## src/rtl/ps2_rx_if.sv

```systemverilog
`default_nettype none
// ============================================================================
//  Module      : ps2_rx_if
//  Description : Receive-side result bus of the PS/2 receiver: the received
//                byte, its valid/error strobes and the frame-in-flight flag.
//  Revision    : 1.0 - initial release
// ============================================================================
interface ps2_rx_if;
    logic [7:0] rx_data;
    logic       rx_valid;
    logic       rx_err;
    logic       busyRead;

    // The receiver drives the bus, downstream consumers observe it.
    modport master (output rx_data, output rx_valid, output rx_err, output busyRead);
    modport slave  (input  rx_data, input  rx_valid, input  rx_err, input  busyRead);
endinterface
`default_nettype wire

```

## src/rtl/ps2_rx.sv

```systemverilog
`default_nettype none
// ============================================================================
//  Module      : ps2_rx
//  Description : PS/2 device-to-host frame receiver. Synchronizes and
//                glitch-filters the PS/2 clock, samples data on filtered
//                falling edges, checks odd parity and stop bit, and reports
//                each byte with a one-cycle valid or error strobe.
//  Revision    : 1.0 - initial release
// ============================================================================
module ps2_rx #(
    parameter int FILTER_LEN = 8,
    parameter int TIMEOUT    = 200000
) (
    input  logic     ck,
    input  logic     reset,
    input  logic     ps2_clk,
    input  logic     ps2_data,
    input  logic     inhibit,
    ps2_rx_if.master rx
);

    localparam int                    c_FCNT_W    = $clog2(FILTER_LEN) + 1;
    localparam logic [c_FCNT_W-1:0]   c_FCNT_LAST = c_FCNT_W'(FILTER_LEN - 1);
    localparam int                    c_TCNT_W    = $clog2(TIMEOUT + 1);
    localparam logic [c_TCNT_W-1:0]   c_TCNT_LAST = c_TCNT_W'(TIMEOUT - 1);

    typedef enum logic [1:0] {
        ST_IDLE   = 2'd0,
        ST_DATA   = 2'd1,
        ST_PARITY = 2'd2,
        ST_STOP   = 2'd3
    } state_t;

    logic                r_clk_meta, r_clk_sync;
    logic                r_dat_meta, r_dat_sync;
    logic [c_FCNT_W-1:0] r_fcnt;
    logic                r_fclk, r_fclk_prev;
    logic                w_fall;

    state_t              r_state, w_state_nxt;
    logic [2:0]          r_bitcnt, w_bitcnt_nxt;
    logic [7:0]          r_shreg, w_shreg_nxt;
    logic                r_par, w_par_nxt;
    logic [c_TCNT_W-1:0] r_tcnt, w_tcnt_nxt;
    logic                w_tmo;
    logic [7:0]          r_rx_data, w_rx_data_nxt;
    logic                r_rx_valid, w_rx_valid_nxt;
    logic                r_rx_err, w_rx_err_nxt;
    logic                r_busy;

    // Two-flop synchronizers for both pins; reset to the idle bus level.
    always_ff @(posedge ck) begin
        if (reset) begin
            r_clk_meta <= 1'b1;
            r_clk_sync <= 1'b1;
            r_dat_meta <= 1'b1;
            r_dat_sync <= 1'b1;
        end else begin
            r_clk_meta <= ps2_clk;
            r_clk_sync <= r_clk_meta;
            r_dat_meta <= ps2_data;
            r_dat_sync <= r_dat_meta;
        end
    end

    // Clock filter: the new level must persist FILTER_LEN cycles before fclk follows.
    always_ff @(posedge ck) begin
        if (reset) begin
            r_fcnt      <= '0;
            r_fclk      <= 1'b1;
            r_fclk_prev <= 1'b1;
        end else begin
            r_fclk_prev <= r_fclk;
            if (r_clk_sync != r_fclk) begin
                if (r_fcnt == c_FCNT_LAST) begin
                    r_fclk <= r_clk_sync;
                    r_fcnt <= '0;
                end else begin
                    r_fcnt <= r_fcnt + 1'b1;
                end
            end else begin
                r_fcnt <= '0;
            end
        end
    end

    assign w_fall = r_fclk_prev & ~r_fclk;

    // Fires one cycle early so the abort lands on the edge the count would reach TIMEOUT.
    assign w_tmo  = (r_tcnt == c_TCNT_LAST);

    // Frame FSM next state and outputs; priority is inhibit, then edge, then timeout.
    always_comb begin
        w_state_nxt    = r_state;
        w_bitcnt_nxt   = r_bitcnt;
        w_shreg_nxt    = r_shreg;
        w_par_nxt      = r_par;
        w_rx_data_nxt  = r_rx_data;
        w_rx_valid_nxt = 1'b0;
        w_rx_err_nxt   = 1'b0;
        w_tcnt_nxt     = (r_state == ST_IDLE || w_fall) ? '0 : r_tcnt + 1'b1;

        if (inhibit) begin
            w_state_nxt = ST_IDLE;
            w_tcnt_nxt  = '0;
        end else if (w_fall) begin
            case (r_state)
                ST_IDLE: begin
                    // A high start bit is line noise, not a frame.
                    if (!r_dat_sync) begin
                        w_state_nxt  = ST_DATA;
                        w_bitcnt_nxt = 3'd0;
                    end
                end
                ST_DATA: begin
                    w_shreg_nxt[r_bitcnt] = r_dat_sync;
                    if (r_bitcnt == 3'd7) begin
                        w_state_nxt = ST_PARITY;
                    end else begin
                        w_bitcnt_nxt = r_bitcnt + 3'd1;
                    end
                end
                ST_PARITY: begin
                    w_par_nxt   = r_dat_sync;
                    w_state_nxt = ST_STOP;
                end
                ST_STOP: begin
                    w_state_nxt = ST_IDLE;
                    if (r_dat_sync && (^{r_shreg, r_par})) begin
                        w_rx_data_nxt  = r_shreg;
                        w_rx_valid_nxt = 1'b1;
                    end else begin
                        w_rx_err_nxt = 1'b1;
                    end
                end
                default: begin
                    w_state_nxt = ST_IDLE;
                end
            endcase
        end else if (r_state != ST_IDLE && w_tmo) begin
            w_state_nxt  = ST_IDLE;
            w_rx_err_nxt = 1'b1;
            w_tcnt_nxt   = '0;
        end
    end

    // Frame FSM state and registered outputs.
    always_ff @(posedge ck) begin
        if (reset) begin
            r_state    <= ST_IDLE;
            r_bitcnt   <= 3'd0;
            r_shreg    <= 8'h00;
            r_par      <= 1'b0;
            r_tcnt     <= '0;
            r_rx_data  <= 8'h00;
            r_rx_valid <= 1'b0;
            r_rx_err   <= 1'b0;
            r_busy     <= 1'b0;
        end else begin
            r_state    <= w_state_nxt;
            r_bitcnt   <= w_bitcnt_nxt;
            r_shreg    <= w_shreg_nxt;
            r_par      <= w_par_nxt;
            r_tcnt     <= w_tcnt_nxt;
            r_rx_data  <= w_rx_data_nxt;
            r_rx_valid <= w_rx_valid_nxt;
            r_rx_err   <= w_rx_err_nxt;
            r_busy     <= (w_state_nxt != ST_IDLE);
        end
    end

    assign rx.rx_data  = r_rx_data;
    assign rx.rx_valid = r_rx_valid;
    assign rx.rx_err   = r_rx_err;
    assign rx.busyRead = r_busy;

endmodule
`default_nettype wire
```

## src/flat_wrapper.sv

```systemverilog
// flat-port wrapper written by rule: the top's interface ports become plain ports
module ps2_rx_flat 
#(
    parameter int FILTER_LEN = 8,
    parameter int TIMEOUT    = 200000
)
  (ck, reset, ps2_clk, ps2_data, inhibit, rx_rx_data, rx_rx_valid, rx_rx_err, rx_busyRead);
  ps2_rx_if rx_i ();
  input  logic ck;
  input  logic reset;
  input  logic ps2_clk;
  input  logic ps2_data;
  input  logic inhibit;
  output wire logic [$bits(rx_i.rx_data)-1:0] rx_rx_data;
  output wire logic [$bits(rx_i.rx_valid)-1:0] rx_rx_valid;
  output wire logic [$bits(rx_i.rx_err)-1:0] rx_rx_err;
  output wire logic [$bits(rx_i.busyRead)-1:0] rx_busyRead;
  assign rx_rx_data = rx_i.rx_data;
  assign rx_rx_valid = rx_i.rx_valid;
  assign rx_rx_err = rx_i.rx_err;
  assign rx_busyRead = rx_i.busyRead;
  ps2_rx #(.FILTER_LEN(FILTER_LEN), .TIMEOUT(TIMEOUT)) u_core (.ck(ck), .reset(reset), .ps2_clk(ps2_clk), .ps2_data(ps2_data), .inhibit(inhibit), .rx(rx_i));
endmodule
```

## config.mk

```make
export PLATFORM = sky130hd
export DESIGN_NAME = ps2_rx_flat
export DESIGN_NICKNAME = d
export VERILOG_FILES = /design/src/rtl/ps2_rx_if.sv /design/src/rtl/ps2_rx.sv /design/src/flat_wrapper.sv
export SDC_FILE = /design/constraint.sdc
export NUM_CORES = 1
export LEC_CHECK = 0
export CORE_MARGIN = 4
export CORE_UTILIZATION = 33
export DETAILED_ROUTE_END_ITERATION = 10
export PLACE_DENSITY = 0.48
export SLEW_MARGIN = 20
export SYNTH_ARGS = -nofsm -noshare
export SYNTH_HDL_FRONTEND = slang
export SYNTH_SLANG_ARGS = --single-unit
export TNS_END_PERCENT = 10
```

## constraint.sdc

```tcl
create_clock -name ck -period 2 [get_ports ck]
set_input_delay 0.3 -clock ck [delete_from_list [all_inputs] [get_ports ck]]
set_output_delay 0.3 -clock ck [all_outputs]
set_load 0.02 [all_outputs]
```

==> parameters.txt, run 1 <==
Parameter                              Value

Worst setup path
  WS Path Type    flop to flop
  Worst reg2reg startpoint    u_core.r_bitcnt[0]
  Element type at the critical path end    flop
  Critical path origin    u_core.r_bitcnt[0]
  Critical path required time    2240 ps
  Crit-path max FO    6
  Worst endpoint data arrival time    2120 ps
  Startpoint types    flop

Place
  Number of port buffers    15
  Detail Placement HPWL    3480 um
  Global placer's final weighted congestion    0.781
  Placed Instances    392

Synthesis
  Top cells by area, synth    sky130_fd_sc_hd__dfxtp_1 (43%), sky130_fd_sc_hd__mux2i_1 (7.2%), sky130_fd_sc_hd__nor2_1 (4.5%), sky130_fd_sc_hd__nand2b_1 (4.3%), sky130_fd_sc_hd__xnor2_1 (3.9%)
  Number of synthesized register bits    53
  Post-synthesis cell type with the largest combined area    sky130_fd_sc_hd__dfxtp_1
  Synthesized-area fraction occupied by adder cells    2.01%
  Synth top area share    42.5%
  Cells after Synth    270
  Compound-gate portion of the synthesized area    5.32%
  Post-synthesis mux area share    8.58%
  Share of synthesized registers carrying an async set or reset    0%
  Mean instance size in the synthesized netlist    9.24 um2
  Unique masters post-synth    47
  Primary flip-flop cell chosen by synthesis mapping    sky130_fd_sc_hd__dfxtp_1
  Simple-Gate Fraction of Synth Area    30.5%
  Dominant combinational cell family by area after synthesis    simple AND/OR/NAND/NOR gates
  Synth Net Count    279
  EDFF count, synth    0
  Count of synthesis-stage warnings from yosys    0
  Post-synthesis instance area    0.00249 mm2
  Share of the yosys chip area belonging to registers    42.5%
  Fraction of synthesized cell area in xor and xnor cells    8.73%

Timing
  Setup TNS    0 ps
  Min cycle time layout    1880 ps
  Final Max Tran Viols    0
  Final worst clock skew    9.91 ps
  Final Cycle Share    94.0%
  Transition at the pin with the smallest max-transition slack    374 ps
  Achievable Freq    532 MHz
  Setup repair after global routing missed its margin    no
  Hold Violations, Final    0
  Setup violations, final    0
  Worst relative slew slack    74.8%

Layout
  Post-layout nets    309
  Final cell count without fillers    400
  Diodes inserted    0
  Layout cells sized above 1    12.3%
  Relative area change from synthesis to final layout    19.2%
  Fraction of the core area covered by cells at the end of the flow    40.8%

Floorplanning
  I/O pin cnt    16
  Die outline width    94.9 um
  Vertical die dimension    94.9 um
  Standard-cell row count    31
  Area inside the core boundary    0.00729 mm2
  Effective utilization at floorplan    34.2%
  Die area    0.00901 mm2

GRT
  Wire length of the first global-routing pass    8200 um
  Number of global-route vias before repair    1695
  Number of antenna violations at the first check in global routing    0
  Maximum number of pins on one net before global-route repair    30
  Total gr overflow    0
  GRT Total Usage    11.4%

Clocking
  Total clock buffers created by CTS    5
  Root cell of the clock tree    sky130_fd_sc_hd__clkbuf_8
  Post-CTS Setup Inserts    0
  Total number of clock tree sinks    53
  Post-cts sizing count    0
  Clock input transition at the sequential cells of the worst setup and hold paths    100 ps
  Count of H-tree levels built during CTS    2
  CTS Hold Buffers Added    0
  Source-to-sink clock delay at the later pin of the worst-skew pair    310 ps
  CTS tree    built
  Buffer levels on the longest clock path    2

Routing
  Routed len/inst    12.1 um
  Initial DRC count    55
  Final antenna-violating net count    0
  Post-detailed-route via-to-cell ratio    4.73
  Routed via count    1890
  Routed wire length    4840 um
  Number of design rule violations left after detail routing    0
  Total iterations of the first detailed-routing run    4

Run
  Count of maximum capacitance violations    0

Power and ir drop
  Cell Pwr Density    588 mW/mm2
  Worst-case vdd ir drop    0.000263 V
  Cell leakage power    1.03 nW

Worst hold path
  Worst Min Path Start    u_core.r_clk_meta
  Min-delay worst type    flop to flop

Run status
  Outcome    finished, final reports clean
==> registers in the layout (all words and copies together), names as in the netlist <==
register	cells
u_core.r_bitcnt	3
u_core.r_clk_sync	1
u_core.rx.rx_data	8
u_core.rx.rx_valid	1
u_core.r_fcnt	4
u_core.r_dat_sync	1
u_core.r_state	2
u_core.rx.busyRead	1
u_core.r_shreg	8
u_core.r_fclk	1
u_core.r_tcnt	18
u_core.r_fclk_prev	1
u_core.r_dat_meta	1
u_core.r_par	1
u_core.r_clk_meta	1
u_core.rx.rx_err	1
==> critical path, stage by stage, from the launching register on <==
cell and delay (ps):
sky130_fd_sc_hd__dfxtp_1 330, sky130_fd_sc_hd__ha_1 200, sky130_fd_sc_hd__ha_1 240, sky130_fd_sc_hd__mux2_2 270, sky130_fd_sc_hd__or3_4 360, sky130_fd_sc_hd__or3_1 320, sky130_fd_sc_hd__a21oi_1 120
==> synth_stat cells (all sizes together), types with 3 or more instances <==
library cell / instances
o21ai: 6
nor4: 6
a21oi: 10
xor2: 6
or4: 3
clkbuf: 8
or2: 8
nor3: 3
nor2: 30
and3: 3
ha: 4
nor2b: 5
or3: 7
nand3: 10
nand2b: 17
xnor2: 11
nand4: 10
nand2: 19
mux2i: 19
dfxtp: 53
inv: 5
==> cell usage in the layout (no fill, tap or decap), types with 2 or more instances in the layout <==
cell type,synthesis,layout
sky130_fd_sc_hd__buf_4,0,17
sky130_fd_sc_hd__or3_1,6,6
sky130_fd_sc_hd__or4_1,3,3
sky130_fd_sc_hd__xor2_1,6,6
sky130_fd_sc_hd__and3_1,3,3
sky130_fd_sc_hd__nor4b_1,2,2
sky130_fd_sc_hd__nand3_1,10,10
sky130_fd_sc_hd__clkdlybuf4s50_1,0,15
sky130_fd_sc_hd__dfxtp_1,53,53
sky130_fd_sc_hd__a21oi_1,10,10
sky130_fd_sc_hd__xnor3_1,2,2
sky130_fd_sc_hd__nand4_1,10,10
sky130_fd_sc_hd__or2_2,6,6
sky130_fd_sc_hd__nor4_1,6,6
sky130_fd_sc_hd__xnor2_1,11,11
sky130_fd_sc_hd__nor3_1,3,3
sky130_fd_sc_hd__mux2i_1,18,18
sky130_fd_sc_hd__nand2_1,19,19
sky130_fd_sc_hd__o211ai_1,2,2
sky130_fd_sc_hd__ha_1,4,4
sky130_fd_sc_hd__nor2b_1,5,5
sky130_fd_sc_hd__o21ai_0,5,5
sky130_fd_sc_hd__nor2_1,30,30
sky130_fd_sc_hd__clkbuf_8,0,6
sky130_fd_sc_hd__inv_1,5,5
sky130_fd_sc_hd__nor4bb_1,2,2
sky130_fd_sc_hd__nand2b_1,17,17
sky130_fd_sc_hd__nand4b_1,2,2
==> cells by family after synthesis <==
kind of cell	count (synthesis)
fa+ha+maj	4
compound gates	22
xor+xnor	20
mux	20
flops	53
buf+inv	15
simple gates	136
==> layer usage <==
layer	GRT usage, %	up-vias	part of all wire [%]	routed length, um
met5	0	-	0	0
met4	2.88	0	0.95	46
met3	2.71	4	3.5	168
met2	16.3	29	39	1910
met1	16.9	849	56	2720
li1	-	1008	-	-
==> worst paths after layout <==
path / to / cells past startpoint / slack (ps)
hold / removal: u_core.r_clk_sync / 1 / 420
hold reg to reg: u_core.r_clk_sync / 1 / 420
setup / recovery: u_core.r_bitcnt[0] / 6 / 120
setup reg to reg: u_core.r_bitcnt[0] / 6 / 120
==> metrics by stage <==
stage	setup slack (ps)	total power, mW	cell area (um2)	hold slack (ps)
finish	120	1.75	2970	420
global route	35.1	1.82	2970	435
CTS	114	1.77	2970	426
detailed placement	1.07	1.13	2880	398
global placement	-4.68	1.13	2880	395
floorplan	173	1.11	2490	389
==> where the power goes <==
group          switching [mW]  internal, mW  total [mW]
clock network           0.360         0.282       0.642
logic                  0.0207        0.0232      0.0438
registers             0.00165          1.06        1.06
total                   0.383          1.36        1.75
==> area by class of cell <==
cell class	count	area (um2)
Clock buffer	6	82.6
Clock inverter	2	13.8
Fill cell	780	4320
Inverter	5	18.8
Multi-Input combinational cell	202	1370
Sequential cell	53	1060
Tap cell	99	124
Timing Repair Buffer	33	298
(Power assumes the default switching activity.)
==> run 2: changes to the inputs <==
GPL_ROUTABILITY_DRIVEN = 1   (was not set)
==> results of run 2 <==
Same layout as run 1: the final DEF is identical, and so are final timing and power.
==> run 3: changes to the inputs <==
HOLD_SLACK_MARGIN = 0.15   (was not set)
PLACE_DENSITY = 0.56   (was 0.48)
==> run 3 against run 2 <==
Net effect: clock power increased by 18%; first-iteration DRC count increased by 98%; total power increased by 6.8%; core utilization increased by 0.50 points; combinational power decreased by 2%; clock-buffer cell count unchanged; global-route usage increased by 0.27 points; critical endpoint unchanged; die area unchanged; largest cell class unchanged; critical path depth unchanged.
==> parameters.txt, run 3 (synthesized netlist as in run 1, its figures left out) <==
Parameter                              Value

Timing
  Final Cycle Share    93.0%
  Setup repair after global routing missed its margin    no
  Final worst clock skew    11.7 ps
  Achievable Freq    538 MHz
  Final Max Tran Viols    0
  Worst hold slack    418 ps
  Setup violations, final    0
  Transition at the pin with the smallest max-transition slack    517 ps
  Final worst setup slack    141 ps
  Min cycle time layout    1860 ps
  Hold Violations, Final    0
  Worst relative slew slack    65.4%

Power and ir drop
  Worst-case vdd ir drop    0.000242 V
  Cell leakage power    1.03 nW
  Cell Pwr Density    620 mW/mm2

GRT
  Maximum number of pins on one net before global-route repair    37
  Total gr overflow    0
  GRT Total Usage    11.6%
  Number of global-route vias before repair    1838
  Number of antenna violations at the first check in global routing    0
  Wire length of the first global-routing pass    8450 um

Place
  Post-Place Setup Slack    -72.1 ps
  Detail Placement HPWL    3360 um
  Global placer's final weighted congestion    0.784
  Number of port buffers    15
  Placed Instances    391

Routing
  Number of design rule violations left after detail routing    0
  Post-detailed-route via-to-cell ratio    4.73
  Initial DRC count    109
  Routed wire length    4660 um
  Routed via count    1886
  Total iterations of the first detailed-routing run    4
  Routed len/inst    11.7 um
  Final antenna-violating net count    0

Layout
  Number of flip-flops in the largest register    18
  Relative area change from synthesis to final layout    20.6%
  Largest reg by FF count    u_core.r_tcnt
  Diodes inserted    0
  Layout cells sized above 1    12.0%
  Final cell count without fillers    399
  Commonest cells after routing, fill and taps aside    sky130_fd_sc_hd__dfxtp_1 (53), sky130_fd_sc_hd__nor2_1 (30), sky130_fd_sc_hd__nand2_1 (19)
  Most frequent standard cell in the layout excluding fill and tap cells    sky130_fd_sc_hd__dfxtp_1
  Post-layout nets    308

Run
  Count of maximum capacitance violations    0

Floorplanning
  I/O pin cnt    16
  Vertical die dimension    94.9 um
  Die area    0.00901 mm2
  Die outline width    94.9 um
  Effective utilization at floorplan    34.2%
  Standard-cell row count    31
  Area inside the core boundary    0.00729 mm2

Clocking
  Post-cts sizing count    0
  CTS Hold Buffers Added    0
  Root cell of the clock tree    sky130_fd_sc_hd__clkbuf_8
  Count of H-tree levels built during CTS    2
  CTS tree    built
  Buffer levels on the longest clock path    2
  Total number of clock tree sinks    53
  Total clock buffers created by CTS    5
  Clock input transition at the sequential cells of the worst setup and hold paths    100 ps
  Source-to-sink clock delay at the later pin of the worst-skew pair    310 ps
  Post-CTS Setup Inserts    0

Worst hold path
  Min-delay worst type    flop to flop
  Number of instances on the worst hold path    1
  Hold endpoint    u_core.r_dat_sync
  Worst Min Path Start    u_core.r_dat_meta

Worst setup path
  Worst endpoint data arrival time    2100 ps
  Crit-path max FO    5
  Setup slack on the worst flop-to-flop path    140 ps
  Startpoint types    flop
  R2R depth    6
  Worst reg2reg startpoint    u_core.r_bitcnt[0]
  Element type at the critical path end    flop
  WS Path Type    flop to flop
  R2r endpoint    u_core.r_bitcnt[0]
  Critical path required time    2240 ps

Run status
  Outcome    finished, final reports clean
run 3: cell types whose count changed in the layout (fill, tap and decap cells not counted):
cell                         before  now
sky130_fd_sc_hd__buf_12           1    2
sky130_fd_sc_hd__buf_4           17   15
sky130_fd_sc_hd__bufinv_16        0    1
sky130_fd_sc_hd__clkinv_2         1    0
sky130_fd_sc_hd__clkinv_4         1    0
sky130_fd_sc_hd__clkinvlp_4       0    1
sky130_fd_sc_hd__o21ai_2          1    0
sky130_fd_sc_hd__o21ai_4          0    1
run 3: routing by layer:
metal  global-route usage (%)  vias to the layer above  wire length (um)
li1                         -                     1002                 -
met1                     16.0                      856              2410
met2                     17.9                       21              2030
met3                     2.79                        7               149
met4                     3.61                        0                57
met5                        0                        -                 0
run 3: metrics by stage:
stage / TNS, ps / cell area [um2] / util, % / power, mW
4_1_cts: 0 / 3000 / 41.1 / 1.89
2_1_floorplan: 0 / 2490 / - / 1.11
6_report: 0 / 3010 / 41.2 / 1.86
3_5_place_dp: -500 / 2880 / 39.5 / 1.13
5_1_grt: 0 / 3010 / 41.2 / 1.95
3_3_place_gp: -45.6 / 2880 / 39.5 / 1.13
run 3: area by class of cell:
class / instances / area, um2
well taps: 99 / 124
clock buffers: 6 / 82.6
fillers: 754 / 4280
multi-input cells: 202 / 1380
inverters: 5 / 18.8
repair buffers: 32 / 303
flip-flops and latches: 53 / 1060
clock inverters: 2 / 37.5
run 3: worst max-delay path by stage:
stage / startpoint / end / slack [ps] / cells past startpoint
3_5_place_dp: inhibit / u_core.r_tcnt[17] / -70 / 6
5_1_grt: u_core.r_tcnt[0] / u_core.rx.rx_err / 50 / 6
4_1_cts: u_core.r_tcnt[13] / u_core.r_tcnt[5] / 110 / 4
2_1_floorplan: u_core.r_bitcnt[0] / u_core.r_bitcnt[0] / 170 / 6
6_report: u_core.r_bitcnt[0] / u_core.r_bitcnt[0] / 140 / 6
3_3_place_gp: inhibit / u_core.r_shreg[7] / -20 / 6
run 3: critical path: stages (launching register included):
cell and delay [ps]:
sky130_fd_sc_hd__dfxtp_1 330, sky130_fd_sc_hd__ha_1 190, sky130_fd_sc_hd__ha_1 220, sky130_fd_sc_hd__mux2_2 260, sky130_fd_sc_hd__or3_4 350, sky130_fd_sc_hd__or3_1 310
sky130_fd_sc_hd__a21oi_1 130
run 3: where the power goes:
| part | switching [mW] | total [mW] | internal (mW) |
|---|---|---|---|
| Combinational | 0.0188 | 0.0431 | 0.0244 |
| Sequential | 0.00303 | 1.06 | 1.06 |
| Clock | 0.353 | 0.760 | 0.407 |
